[src/rtl/mips_ctrl_pkg.sv]
// rtl/mips_ctrl_pkg.sv - shared types, encodings and state decode for the multicycle controller
package mips_ctrl_pkg;

  typedef enum logic [3:0] {
    FETCH  = 4'd0,
    DECODE = 4'd1,
    MEMADR = 4'd2,
    MEMRD  = 4'd3,
    MEMWB  = 4'd4,
    MEMWR  = 4'd5,
    EXEC   = 4'd6,
    ALUWB  = 4'd7,
    ADDIEX = 4'd8,
    SLTIEX = 4'd9,
    IMMWB  = 4'd10,
    BEQ_S  = 4'd11,
    BNE_S  = 4'd12,
    JUMP   = 4'd13,
    JREG   = 4'd14,
    TRAP   = 4'd15
  } state_t;

  // IR[31:26] opcodes
  localparam logic [5:0] OP_RTYPE = 6'b000000;
  localparam logic [5:0] OP_LW    = 6'b100011;
  localparam logic [5:0] OP_SW    = 6'b101011;
  localparam logic [5:0] OP_BEQ   = 6'b000100;
  localparam logic [5:0] OP_BNE   = 6'b000101;
  localparam logic [5:0] OP_ADDI  = 6'b001000;
  localparam logic [5:0] OP_SLTI  = 6'b001010;
  localparam logic [5:0] OP_J     = 6'b000010;

  // IR[5:0] funct codes that change sequencing
  localparam logic [5:0] FN_JR = 6'b001000;

  localparam logic [1:0] ALUOP_ADD   = 2'b00;
  localparam logic [1:0] ALUOP_SUB   = 2'b01;
  localparam logic [1:0] ALUOP_FUNCT = 2'b10;
  localparam logic [1:0] ALUOP_SLT   = 2'b11;

  localparam logic [1:0] SRCB_RT    = 2'b00;
  localparam logic [1:0] SRCB_FOUR  = 2'b01;
  localparam logic [1:0] SRCB_IMM   = 2'b10;
  localparam logic [1:0] SRCB_IMMSH = 2'b11;

  localparam logic [1:0] PCSRC_ALU    = 2'b00;
  localparam logic [1:0] PCSRC_ALUOUT = 2'b01;
  localparam logic [1:0] PCSRC_JUMP   = 2'b10;
  localparam logic [1:0] PCSRC_RS     = 2'b11;

  // Per-state control word; fetch marks the state whose IR/PC writes wait on mem_ready
  typedef struct packed {
    logic       fetch;
    logic       pcwrite;
    logic       branch;
    logic       branchne;
    logic       iord;
    logic       memwrite;
    logic       regwrite;
    logic       memtoreg;
    logic       regdst;
    logic       alusrca;
    logic [1:0] alusrcb;
    logic [1:0] pcsrc;
    logic [1:0] aluop;
    logic       illegal;
  } ctrl_t;

  // Moore decode: control word for a given state, every unlisted field 0
  function automatic ctrl_t decode_state(input state_t s);
    ctrl_t c;
    c = '0;
    case (s)
      FETCH: begin
        c.fetch   = 1'b1;
        c.alusrcb = SRCB_FOUR;
        c.aluop   = ALUOP_ADD;
        c.pcsrc   = PCSRC_ALU;
      end
      DECODE: begin
        c.alusrcb = SRCB_IMMSH;
        c.aluop   = ALUOP_ADD;
      end
      MEMADR: begin
        c.alusrca = 1'b1;
        c.alusrcb = SRCB_IMM;
        c.aluop   = ALUOP_ADD;
      end
      MEMRD: c.iord = 1'b1;
      MEMWB: begin
        c.regwrite = 1'b1;
        c.memtoreg = 1'b1;
      end
      MEMWR: begin
        c.iord     = 1'b1;
        c.memwrite = 1'b1;
      end
      EXEC: begin
        c.alusrca = 1'b1;
        c.alusrcb = SRCB_RT;
        c.aluop   = ALUOP_FUNCT;
      end
      ALUWB: begin
        c.regwrite = 1'b1;
        c.regdst   = 1'b1;
      end
      ADDIEX: begin
        c.alusrca = 1'b1;
        c.alusrcb = SRCB_IMM;
        c.aluop   = ALUOP_ADD;
      end
      SLTIEX: begin
        c.alusrca = 1'b1;
        c.alusrcb = SRCB_IMM;
        c.aluop   = ALUOP_SLT;
      end
      IMMWB: c.regwrite = 1'b1;
      BEQ_S: begin
        c.alusrca = 1'b1;
        c.alusrcb = SRCB_RT;
        c.aluop   = ALUOP_SUB;
        c.pcsrc   = PCSRC_ALUOUT;
        c.branch  = 1'b1;
      end
      BNE_S: begin
        c.alusrca  = 1'b1;
        c.alusrcb  = SRCB_RT;
        c.aluop    = ALUOP_SUB;
        c.pcsrc    = PCSRC_ALUOUT;
        c.branchne = 1'b1;
      end
      JUMP: begin
        c.pcsrc   = PCSRC_JUMP;
        c.pcwrite = 1'b1;
      end
      JREG: begin
        c.pcsrc   = PCSRC_RS;
        c.pcwrite = 1'b1;
      end
      TRAP: c.illegal = 1'b1;
      default: c = '0;
    endcase
    return c;
  endfunction

endpackage

[src/rtl/multicycle_ctrl_if.sv]
// rtl/multicycle_ctrl_if.sv - controller/datapath signal bundle
interface multicycle_ctrl_if;

  logic [5:0] op;
  logic [5:0] funct;
  logic       zero;
  logic       mem_ready;

  logic       iord;
  logic       irwrite;
  logic       pcen;
  logic       memwrite;
  logic       regwrite;
  logic       memtoreg;
  logic       regdst;
  logic       alusrca;
  logic [1:0] alusrcb;
  logic [1:0] pcsrc;
  logic [1:0] aluop;
  logic       illegal;
  logic [3:0] state_o;

  // Controller side
  modport master (
    input  op, funct, zero, mem_ready,
    output iord, irwrite, pcen, memwrite, regwrite, memtoreg, regdst,
           alusrca, alusrcb, pcsrc, aluop, illegal, state_o
  );

  // Datapath side
  modport slave (
    output op, funct, zero, mem_ready,
    input  iord, irwrite, pcen, memwrite, regwrite, memtoreg, regdst,
           alusrca, alusrcb, pcsrc, aluop, illegal, state_o
  );

endinterface

[src/rtl/ctrl_pcen.sv]
// rtl/ctrl_pcen.sv - PC load enable from unconditional and conditional branch requests
module ctrl_pcen (
  input  logic pcwrite,
  input  logic branch,
  input  logic branchne,
  input  logic zero,
  output logic pcen
);

  // BEQ loads on equal, BNE on not-equal, jumps and fetch unconditionally
  always_comb begin
    pcen = pcwrite | (branch & zero) | (branchne & ~zero);
  end

endmodule

[src/rtl/multicycle_ctrl.sv]
// rtl/multicycle_ctrl.sv - Moore control FSM for the MIPS multicycle datapath
module multicycle_ctrl
  import mips_ctrl_pkg::*;
#(
  parameter bit TRAP_ON_ILLEGAL = 1'b1
) (
  input  logic               clk,
  input  logic               reset,
  multicycle_ctrl_if.master  bus
);

  state_t state_q;
  state_t state_n;
  ctrl_t  ctl_q;
  logic   fetch_go;
  logic   pcwrite;
  logic   pcen_raw;

  // Next-state selection; stalls hold FETCH, MEMRD and MEMWR until mem_ready
  always_comb begin
    state_n = state_q;
    case (state_q)
      FETCH:  state_n = bus.mem_ready ? DECODE : FETCH;
      DECODE: begin
        case (bus.op)
          OP_LW, OP_SW: state_n = MEMADR;
          OP_RTYPE:     state_n = (bus.funct == FN_JR) ? JREG : EXEC;
          OP_BEQ:       state_n = BEQ_S;
          OP_BNE:       state_n = BNE_S;
          OP_ADDI:      state_n = ADDIEX;
          OP_SLTI:      state_n = SLTIEX;
          OP_J:         state_n = JUMP;
          default:      state_n = TRAP_ON_ILLEGAL ? TRAP : FETCH;
        endcase
      end
      MEMADR: state_n = (bus.op == OP_LW) ? MEMRD : MEMWR;
      MEMRD:  state_n = bus.mem_ready ? MEMWB : MEMRD;
      MEMWB:  state_n = FETCH;
      MEMWR:  state_n = bus.mem_ready ? FETCH : MEMWR;
      EXEC:   state_n = ALUWB;
      ALUWB:  state_n = FETCH;
      ADDIEX: state_n = IMMWB;
      SLTIEX: state_n = IMMWB;
      IMMWB:  state_n = FETCH;
      BEQ_S:  state_n = FETCH;
      BNE_S:  state_n = FETCH;
      JUMP:   state_n = FETCH;
      JREG:   state_n = FETCH;
      TRAP:   state_n = TRAP;
      default: state_n = FETCH;
    endcase
  end

  // State and its control word are registered together so outputs come straight off flops
  always_ff @(posedge clk or negedge reset) begin
    if (!reset) begin
      state_q <= FETCH;
      ctl_q   <= decode_state(FETCH);
    end else begin
      state_q <= state_n;
      ctl_q   <= decode_state(state_n);
    end
  end

  // Only the fetch strobes depend on mem_ready; reset masks every enable directly
  always_comb begin
    fetch_go = ctl_q.fetch & bus.mem_ready & reset;
    pcwrite  = (ctl_q.pcwrite & reset) | fetch_go;
  end

  ctrl_pcen u_pcen (
    .pcwrite  (pcwrite),
    .branch   (ctl_q.branch),
    .branchne (ctl_q.branchne),
    .zero     (bus.zero),
    .pcen     (pcen_raw)
  );

  // Output drive; write strobes are ANDed with reset so an asserted reset can never pass one
  always_comb begin
    bus.iord     = ctl_q.iord;
    bus.irwrite  = fetch_go;
    bus.pcen     = pcen_raw & reset;
    bus.memwrite = ctl_q.memwrite & reset;
    bus.regwrite = ctl_q.regwrite & reset;
    bus.memtoreg = ctl_q.memtoreg;
    bus.regdst   = ctl_q.regdst;
    bus.alusrca  = ctl_q.alusrca;
    bus.alusrcb  = ctl_q.alusrcb;
    bus.pcsrc    = ctl_q.pcsrc;
    bus.aluop    = ctl_q.aluop;
    bus.illegal  = ctl_q.illegal & reset;
    bus.state_o  = state_q;
  end

endmodule

[src/flat_wrapper.sv]
// flat-port wrapper written by rule: the top's interface ports become plain ports
module multicycle_ctrl_flat import mips_ctrl_pkg::*;
#(
  parameter bit TRAP_ON_ILLEGAL = 1'b1
)
  (clk, reset, bus_op, bus_funct, bus_zero, bus_mem_ready, bus_iord, bus_irwrite, bus_pcen, bus_memwrite, bus_regwrite, bus_memtoreg, bus_regdst, bus_alusrca, bus_alusrcb, bus_pcsrc, bus_aluop, bus_illegal, bus_state_o);
  multicycle_ctrl_if bus_i ();
  input  logic clk;
  input  logic reset;
  input wire logic [$bits(bus_i.op)-1:0] bus_op;
  input wire logic [$bits(bus_i.funct)-1:0] bus_funct;
  input wire logic [$bits(bus_i.zero)-1:0] bus_zero;
  input wire logic [$bits(bus_i.mem_ready)-1:0] bus_mem_ready;
  output wire logic [$bits(bus_i.iord)-1:0] bus_iord;
  output wire logic [$bits(bus_i.irwrite)-1:0] bus_irwrite;
  output wire logic [$bits(bus_i.pcen)-1:0] bus_pcen;
  output wire logic [$bits(bus_i.memwrite)-1:0] bus_memwrite;
  output wire logic [$bits(bus_i.regwrite)-1:0] bus_regwrite;
  output wire logic [$bits(bus_i.memtoreg)-1:0] bus_memtoreg;
  output wire logic [$bits(bus_i.regdst)-1:0] bus_regdst;
  output wire logic [$bits(bus_i.alusrca)-1:0] bus_alusrca;
  output wire logic [$bits(bus_i.alusrcb)-1:0] bus_alusrcb;
  output wire logic [$bits(bus_i.pcsrc)-1:0] bus_pcsrc;
  output wire logic [$bits(bus_i.aluop)-1:0] bus_aluop;
  output wire logic [$bits(bus_i.illegal)-1:0] bus_illegal;
  output wire logic [$bits(bus_i.state_o)-1:0] bus_state_o;
  assign bus_i.op = bus_op;
  assign bus_i.funct = bus_funct;
  assign bus_i.zero = bus_zero;
  assign bus_i.mem_ready = bus_mem_ready;
  assign bus_iord = bus_i.iord;
  assign bus_irwrite = bus_i.irwrite;
  assign bus_pcen = bus_i.pcen;
  assign bus_memwrite = bus_i.memwrite;
  assign bus_regwrite = bus_i.regwrite;
  assign bus_memtoreg = bus_i.memtoreg;
  assign bus_regdst = bus_i.regdst;
  assign bus_alusrca = bus_i.alusrca;
  assign bus_alusrcb = bus_i.alusrcb;
  assign bus_pcsrc = bus_i.pcsrc;
  assign bus_aluop = bus_i.aluop;
  assign bus_illegal = bus_i.illegal;
  assign bus_state_o = bus_i.state_o;
  multicycle_ctrl #(.TRAP_ON_ILLEGAL(TRAP_ON_ILLEGAL)) u_core (.clk(clk), .reset(reset), .bus(bus_i));
endmodule
[config.mk]
export PLATFORM = sky130hd
export DESIGN_NAME = multicycle_ctrl_flat
export DESIGN_NICKNAME = d
export VERILOG_FILES = /design/src/rtl/mips_ctrl_pkg.sv /design/src/rtl/multicycle_ctrl_if.sv /design/src/rtl/ctrl_pcen.sv /design/src/rtl/multicycle_ctrl.sv /design/src/flat_wrapper.sv
export SDC_FILE = /design/constraint.sdc
export NUM_CORES = 1
export LEC_CHECK = 0
export CAP_MARGIN = 25
export CORE_MARGIN = 10
export CORE_UTILIZATION = 47
export CTS_CLUSTER_DIAMETER = 40
export DETAILED_ROUTE_END_ITERATION = 7
export PLACE_DENSITY = 0.78
export SKIP_CTS_REPAIR_TIMING = 1
export SLEW_MARGIN = 5
export SYNTH_ARGS = -nofsm -noshare
export SYNTH_HDL_FRONTEND = slang
export SYNTH_HIERARCHICAL = 1
export SYNTH_SLANG_ARGS = --single-unit
[constraint.sdc]
create_clock -name clk -period 2.4 [get_ports clk]
set_clock_uncertainty 0.05 [all_clocks]
set_input_delay 0.6 -clock clk [delete_from_list [all_inputs] [get_ports clk]]
set_output_delay 0.6 -clock clk [all_outputs]
set_load 0.01 [all_outputs]
=== Yosys cells after proc, flatten, opt, wreduce, memory -nomap -nowiden ===
Cells that the tools add are included.

* Register bits after elaboration: 21
* Input bits: 16
* Output and inout port bits: 19

* Equal/unequal tests: 38
* Mux-type cells: 21
* Bitwise logic cells: 13
* Reductions and logical operators: 12

{| class="wikitable"
|+ Operators by type and width
! cell !! number
|-
| $eq 4x4->1 const B || 16
|-
| $pmux 4 s9 || 1
|-
| $eq 4x3->1 const B || 8
|-
| $pmux 4 s7 || 1
|-
| $eq 6x4->1 const B || 3
|-
| $pmux 2 s3 || 3
|-
| $eq 4x2->1 const B || 4
|-
| $eq 6x3->1 const B || 2
|-
| $eq 6x6->1 const B || 2
|-
| $mux 1 || 12
|-
| $reduce_or 2->1 || 5
|-
| $and 1x1->1 || 9
|-
| $mux 3 || 3
|-
| $eq 4x1->1 const B || 2
|-
| $logic_not 4->1 || 2
|-
| $reduce_or 7->1 || 1
|-
| $eq 6x2->1 const B || 1
|-
| $logic_not 6->1 || 1
|-
| $reduce_or 3->1 || 2
|-
| $reduce_or 6->1 || 1
|-
| $mux 4 || 1
|-
| $or 1x1->1 || 3
|-
| $not 1->1 || 1
|}

=== Logic depth before layout (Yosys ltp) ===
* Word-level depth: 7
* Mapped depth: 9
* Depth with buffers taken out: 7

=== Modules after synthesis ===
Netlist, hierarchy kept.

{| class="wikitable"
|+ By module, submodules not included
! module !! times used !! cells each !! area an instance (µm²) !! seq. area each (µm²)
|-
| multicycle_ctrl || 1 || 130 || 1,211.2 || 528.0
|-
| ctrl_pcen || 1 || 2 || 15.0 || 0.0
|}

=== Least setup slack after synthesis ===
Ideal clock, no wire load.

* Path kind: input -> register
* Start: input port bus_op[0]
* End: register u_core.ctl_q, in the netlist u_core/bus.alusrcb[1]
* Library setup time: 0.086 ns
* Arrival: 1.961 ns
* Data required time: 2.264 ns
* Path slack: 0.303 ns
* Stages: 8
* Cells stage by stage: buf_2 -> nand4b_1 -> nor3_1 -> a32oi_1 -> and3_4 -> buf_6 -> or3_4 -> o221ai_2

* Cells in the longest elaborated chain, start to end: 7
* Elaborated cells on any way between the ends: 19
* Classes of those cells: eq/ne (11); mux (4); reduce/logical (4)

{| class="wikitable"
|+ Ends and longest elaborated chain
! item !! line !! source
|-
| start, declared || flat_wrapper.sv:10 || <nowiki>input wire logic [$bits(bus_i.op)-1:0] bus_op;</nowiki>
|-
| $eq 6x6->1 (on tied branches) || multicycle_ctrl.sv:25, multicycle_ctrl.sv:36 ||
|-
| $reduce_or 2->1 || multicycle_ctrl.sv:25 || <nowiki>case (bus.op)</nowiki>
|-
| $pmux 4 s7 || multicycle_ctrl.sv:25 ||
|-
| $pmux 4 s9 * || multicycle_ctrl.sv:22 || <nowiki>case (state_q)</nowiki>
|-
| $eq 4x2->1 or $eq 4x4->1 (tied branches) || mips_ctrl_pkg.sv:73 || <nowiki>case (s)</nowiki>
|-
| $reduce_or 3->1 (no line) || n/a ||
|-
| $pmux 2 s3 * || mips_ctrl_pkg.sv:73 ||
|-
| end signal, assigned || multicycle_ctrl.sv:58 || <nowiki>ctl_q <= decode_state(FETCH);</nowiki>
|-
| end signal, assigned || multicycle_ctrl.sv:61 || <nowiki>ctl_q <= decode_state(state_n);</nowiki>
|-
| end, declared || multicycle_ctrl.sv:14 || <nowiki>ctrl_t ctl_q;</nowiki>
|}

Every way passes the cells marked *; elsewhere a longest branch is shown, timed or not.

=== Worst setup path in the final report ===
* Start: input port bus_mem_ready
* End: output port bus_pcen

* Cells in the longest elaborated chain, start to end: 6

{| class="wikitable"
|+ Ends and longest elaborated chain
! item !! line !! source
|-
| start, declared || flat_wrapper.sv:13 || <nowiki>input wire logic [$bits(bus_i.mem_ready)-1:0] bus_mem_ready;</nowiki>
|-
| $and 1x1->1 (2 in series) || multicycle_ctrl.sv:67 || <nowiki>fetch_go = ctl_q.fetch & bus.mem_ready & reset;</nowiki>
|-
| $or 1x1->1 || multicycle_ctrl.sv:68 || <nowiki>pcwrite = (ctl_q.pcwrite & reset) | fetch_go;</nowiki>
|-
| via u_core.pcwrite || multicycle_ctrl.sv:16 || <nowiki>logic pcwrite;</nowiki>
|-
| $or 1x1->1 (2 in series) || ctrl_pcen.sv:12 || <nowiki>pcen = pcwrite | (branch & zero) | (branchne & ~zero);</nowiki>
|-
| via u_core.pcen_raw || multicycle_ctrl.sv:17 || <nowiki>logic pcen_raw;</nowiki>
|-
| $and 1x1->1 || multicycle_ctrl.sv:83 || <nowiki>bus.pcen = pcen_raw & reset;</nowiki>
|-
| end, declared || flat_wrapper.sv:16 || <nowiki>output wire logic [$bits(bus_i.pcen)-1:0] bus_pcen;</nowiki>
|}

The timed path passes the listed nets, and every way through them passes these cells.

==> summary.md <==
| Metric | Value |
|---|---|
| Yosys cell types | `49` |
| Synth area leader | `dfrtp_1` |
| Flops & latches, synth | `21` |
| Area share of the largest cell type after synthesis | `0.388` |
| Critical Path RT | `1.75 ns` |
| Placeable Area | `2480 sq um` |
| First-pass GRT wire length | `5.28 mm` |
| Post-Place Setup Slack | `-0.362 ns` |
| Clock share of power | `0.275` |
| TritonCTS clock tree | `built` |
| Slew @ Worst Pin | `0.452 ns` |
| Post-Place Cells | `204` |
| Post-DRT Antenna Nets | `0` |
| Combinational power share | `0.129` |
| Syn Nets | `148` |
| Worst stage delay on the critical path | `0.44 ns` |
| Rows | `18` |
| # port buffers | `34` |
| Number of global-route vias before repair | `1,095` |
| Final worst slack | `-0.0653 ns` |
| Commonest non-fill, non-tap cell in the layout | `buf_4` |
| Clock buffer depth | `2` |
| Critical path's top delay family | `buffers and inverters` |
| CP Capture Type | `output pin` |
| Filler instances | `175` |
| Critical R2R Capture | `u_core/bus.aluop[0]` |
| Initial antenna violation count | `0` |
| Int Pwr | `0.000463 W` |
| Reg power frac | `0.596` |
| Tmin final | `2.47 ns` |
| Critical setup path kind | `input port to output pin` |
| # setup viols final | `1` |
| Register area | `528 sq um` |
| Power per cell area | `326 nW/um^2` |
| Die W | `71.1 um` |
| DR vias | `1,206` |
| Worst R2R Start | `u_core/bus.state_o[2]` |
| Crit-path max FO | `2` |
| DR vias/cell | `5.61` |
| Largest net degree at the start of global routing | `19` |
| H-tree levels | `1` |
| CP max-delay cell | `clkdlybuf4s50_1` |
| DRC | `0` |
| Synth-to-Final Area Change | `48.5%` |
| Starting Density | `0.495` |
| Gpl congestion | `0.944` |
| CP cell instances | `clkdlybuf4s50_1 -> a21oi_2 -> nor2b_1 -> a211o_1 -> and2_1 -> dlymetal6s2s_1` |
| Violated checks | `negative setup slack` |
| Origin of the worst setup path | `bus_mem_ready` |
| R2R depth | `7` |
| Sw power | `0.000131 W` |
| Max Clk Rate | `0.406 GHz` |
| Status | `complete, but fails checks` |
| Sw frac | `0.220` |
| Most frequent cells in the layout | `buf_4, clkdlybuf4s50_1, dfrtp_1` |
| Tightest Hold Check Type | `input port to async pin` |
| CP arrival | `1.82 ns` |
| Synth Instances | `132` |
| Routed wire length per instance | `15.5 um` |
| Remaining global-route overflow | `0` |
| Period utilization | `1.03` |
| Die area | `5050 sq um` |
| Pre-antenna DRT Iters | `6` |
| CTS root buffer | `clkbuf_4` |
| Initial DRC Count | `88` |
| Slew Limit Fails | `0` |
| Flop2flop setup slack | `0.23 ns` |
| Bufs and invs on worst path | `2` |
| Static leakage | `0.893 nW` |
| Max_slew headroom | `0.699` |
| MaxCap Viol Count | `0` |
| Sum Neg Setup Slack | `-0.0653 ns` |
| Area taken by multi-input logic gates | `633 sq um` |
| Ports | `35` |
| Final non-filler cell total | `215` |
| All-Layer GR Usage | `0.125` |
| Layout cell share with drive strength beyond 1 | `0.243` |
| Die height | `71.1 um` |
| Synth warn | `6` |
| Synthesized cell area | `1230 sq um` |
| RSZ-0062 raised after global routing | `true` |
| Max rail drop VDD | `0.000370 V` |
| Worst setup SP type | `input port` |
| Clock latency at the later pin of the worst-skew pair | `0.30 ns` |
| DPL Wire Length | `2.51 mm` |
| Final Hold Viols | `0` |
| CTS clk-pin slew, worst paths | `0.11 ns` |
| Sink Count | `21` |
| Ant. Diodes | `0` |
| Nets | `202` |
| Post-synthesis sequential area ratio | `0.431` |
| Routed WL | `3.33 mm` |
| Synth top area cells | `dfrtp_1, dfstp_2, buf_4, nand2_1, nor2_1` |
| TritonCTS Buffers | `3` |
| Avg Cell Area, Syn | `9.29 sq um` |
metal layers:
layer  up-vias  GRT usage  routed length, um  share of wire
li1        585          -                  -              -
met1       532      0.161               1350           0.40
met2        82      0.188               1530           0.46
met3         7     0.0377                388           0.12
met4         0     0.0516                 61          0.018
met5         -          0                  0              0
cells by family (layout without fill, tap and decap cells):
logic type | count (synthesis) | in the layout | share of synthesized area
DFF | 21 | 21 | 0.431
and+or+nand+nor | 61 | 61 | 0.289
AOI/OAI and AO/OA | 34 | 34 | 0.198
buffers and inverters | 16 | 69 | 0.0826
cell usage after synthesis (all sizes together):
| cell type | n |
|---|---|
| and2 | 5 |
| dfstp | 2 |
| nor4 | 2 |
| a32oi | 1 |
| nor2 | 11 |
| a31oi | 1 |
| buf | 11 |
| or2 | 1 |
| nand2b | 4 |
| o221ai | 3 |
| a31o | 1 |
| nand4 | 1 |
| nor2b | 4 |
| nand2 | 12 |
| clkbuf | 1 |
| and3 | 3 |
| a221oi | 1 |
| nand3 | 2 |
| a22oi | 3 |
| o31ai | 1 |
| nand3b | 2 |
| or4b | 1 |
| o21ai | 7 |
| o21a | 2 |
| a211o | 1 |
| dfrtp | 19 |
| a21oi | 7 |
| nor4b | 1 |
| or3b | 1 |
| a41o | 1 |
| o22ai | 1 |
| nor3b | 1 |
| inv | 4 |
| nand4b | 1 |
| a211oi | 2 |
| a22o | 1 |
| a311oi | 1 |
| and4b | 1 |
| nor3 | 5 |
| or3 | 3 |
worst max path at each step:
stage | end | slack, ns | depth (start not counted)
2_1_floorplan | u_core/bus.alusrcb[1] | 0.30 | 8
3_3_place_gp | bus_pcen | -0.36 | 6
6_report | bus_pcen | -0.07 | 6
4_1_cts | bus_pcen | -0.36 | 6
5_1_grt | bus_pcen | -0.12 | 6
3_5_place_dp | bus_pcen | -0.36 | 6
power by group through the flow:
| stage | logic, W | registers, W | clock network, W |
|---|---|---|---|
| global placement | 0.0000603 | 0.000361 | 0 |
| CTS | 0.0000625 | 0.000354 | 0.000170 |
| detailed placement | 0.0000623 | 0.000361 | 0 |
| finish | 0.0000764 | 0.000354 | 0.000163 |
| global route | 0.0000824 | 0.000354 | 0.000189 |
| floorplan | 0.0000129 | 0.000361 | 0 |
sequential cells by signal, summed over array words and instances (netlist names):
| signal | cells |
|---|---|
| u_core/bus.alusrca | 1 |
| u_core/bus.regdst | 1 |
| u_core/bus.iord | 1 |
| u_core/bus.memtoreg | 1 |
| u_core/ctl_q | 7 |
| u_core/bus.state_o | 4 |
| u_core/bus.alusrcb | 2 |
| u_core/bus.aluop | 2 |
| u_core/bus.pcsrc | 2 |
final cells by class:
cell class,count,share of cell area
tap,30,0.0206
multi-input combinational,95,0.348
sequential,21,0.290
timing repair buffer,61,0.319
inverter,4,0.00825
clock buffer,4,0.0144
metrics by stage:
stage | util | total power (W) | hold WS [ns] | instance area [sq um]
2_1_floorplan | - | 0.000374 | 0.254 | 1230
3_3_place_gp | 0.673 | 0.000421 | 0.601 | 1670
3_5_place_dp | 0.673 | 0.000423 | 0.605 | 1670
4_1_cts | 0.684 | 0.000586 | 0.579 | 1690
5_1_grt | 0.735 | 0.000626 | 0.579 | 1820
6_report | 0.735 | 0.000594 | 0.591 | 1820
Note: power is estimated with default switching activity, not from simulation.
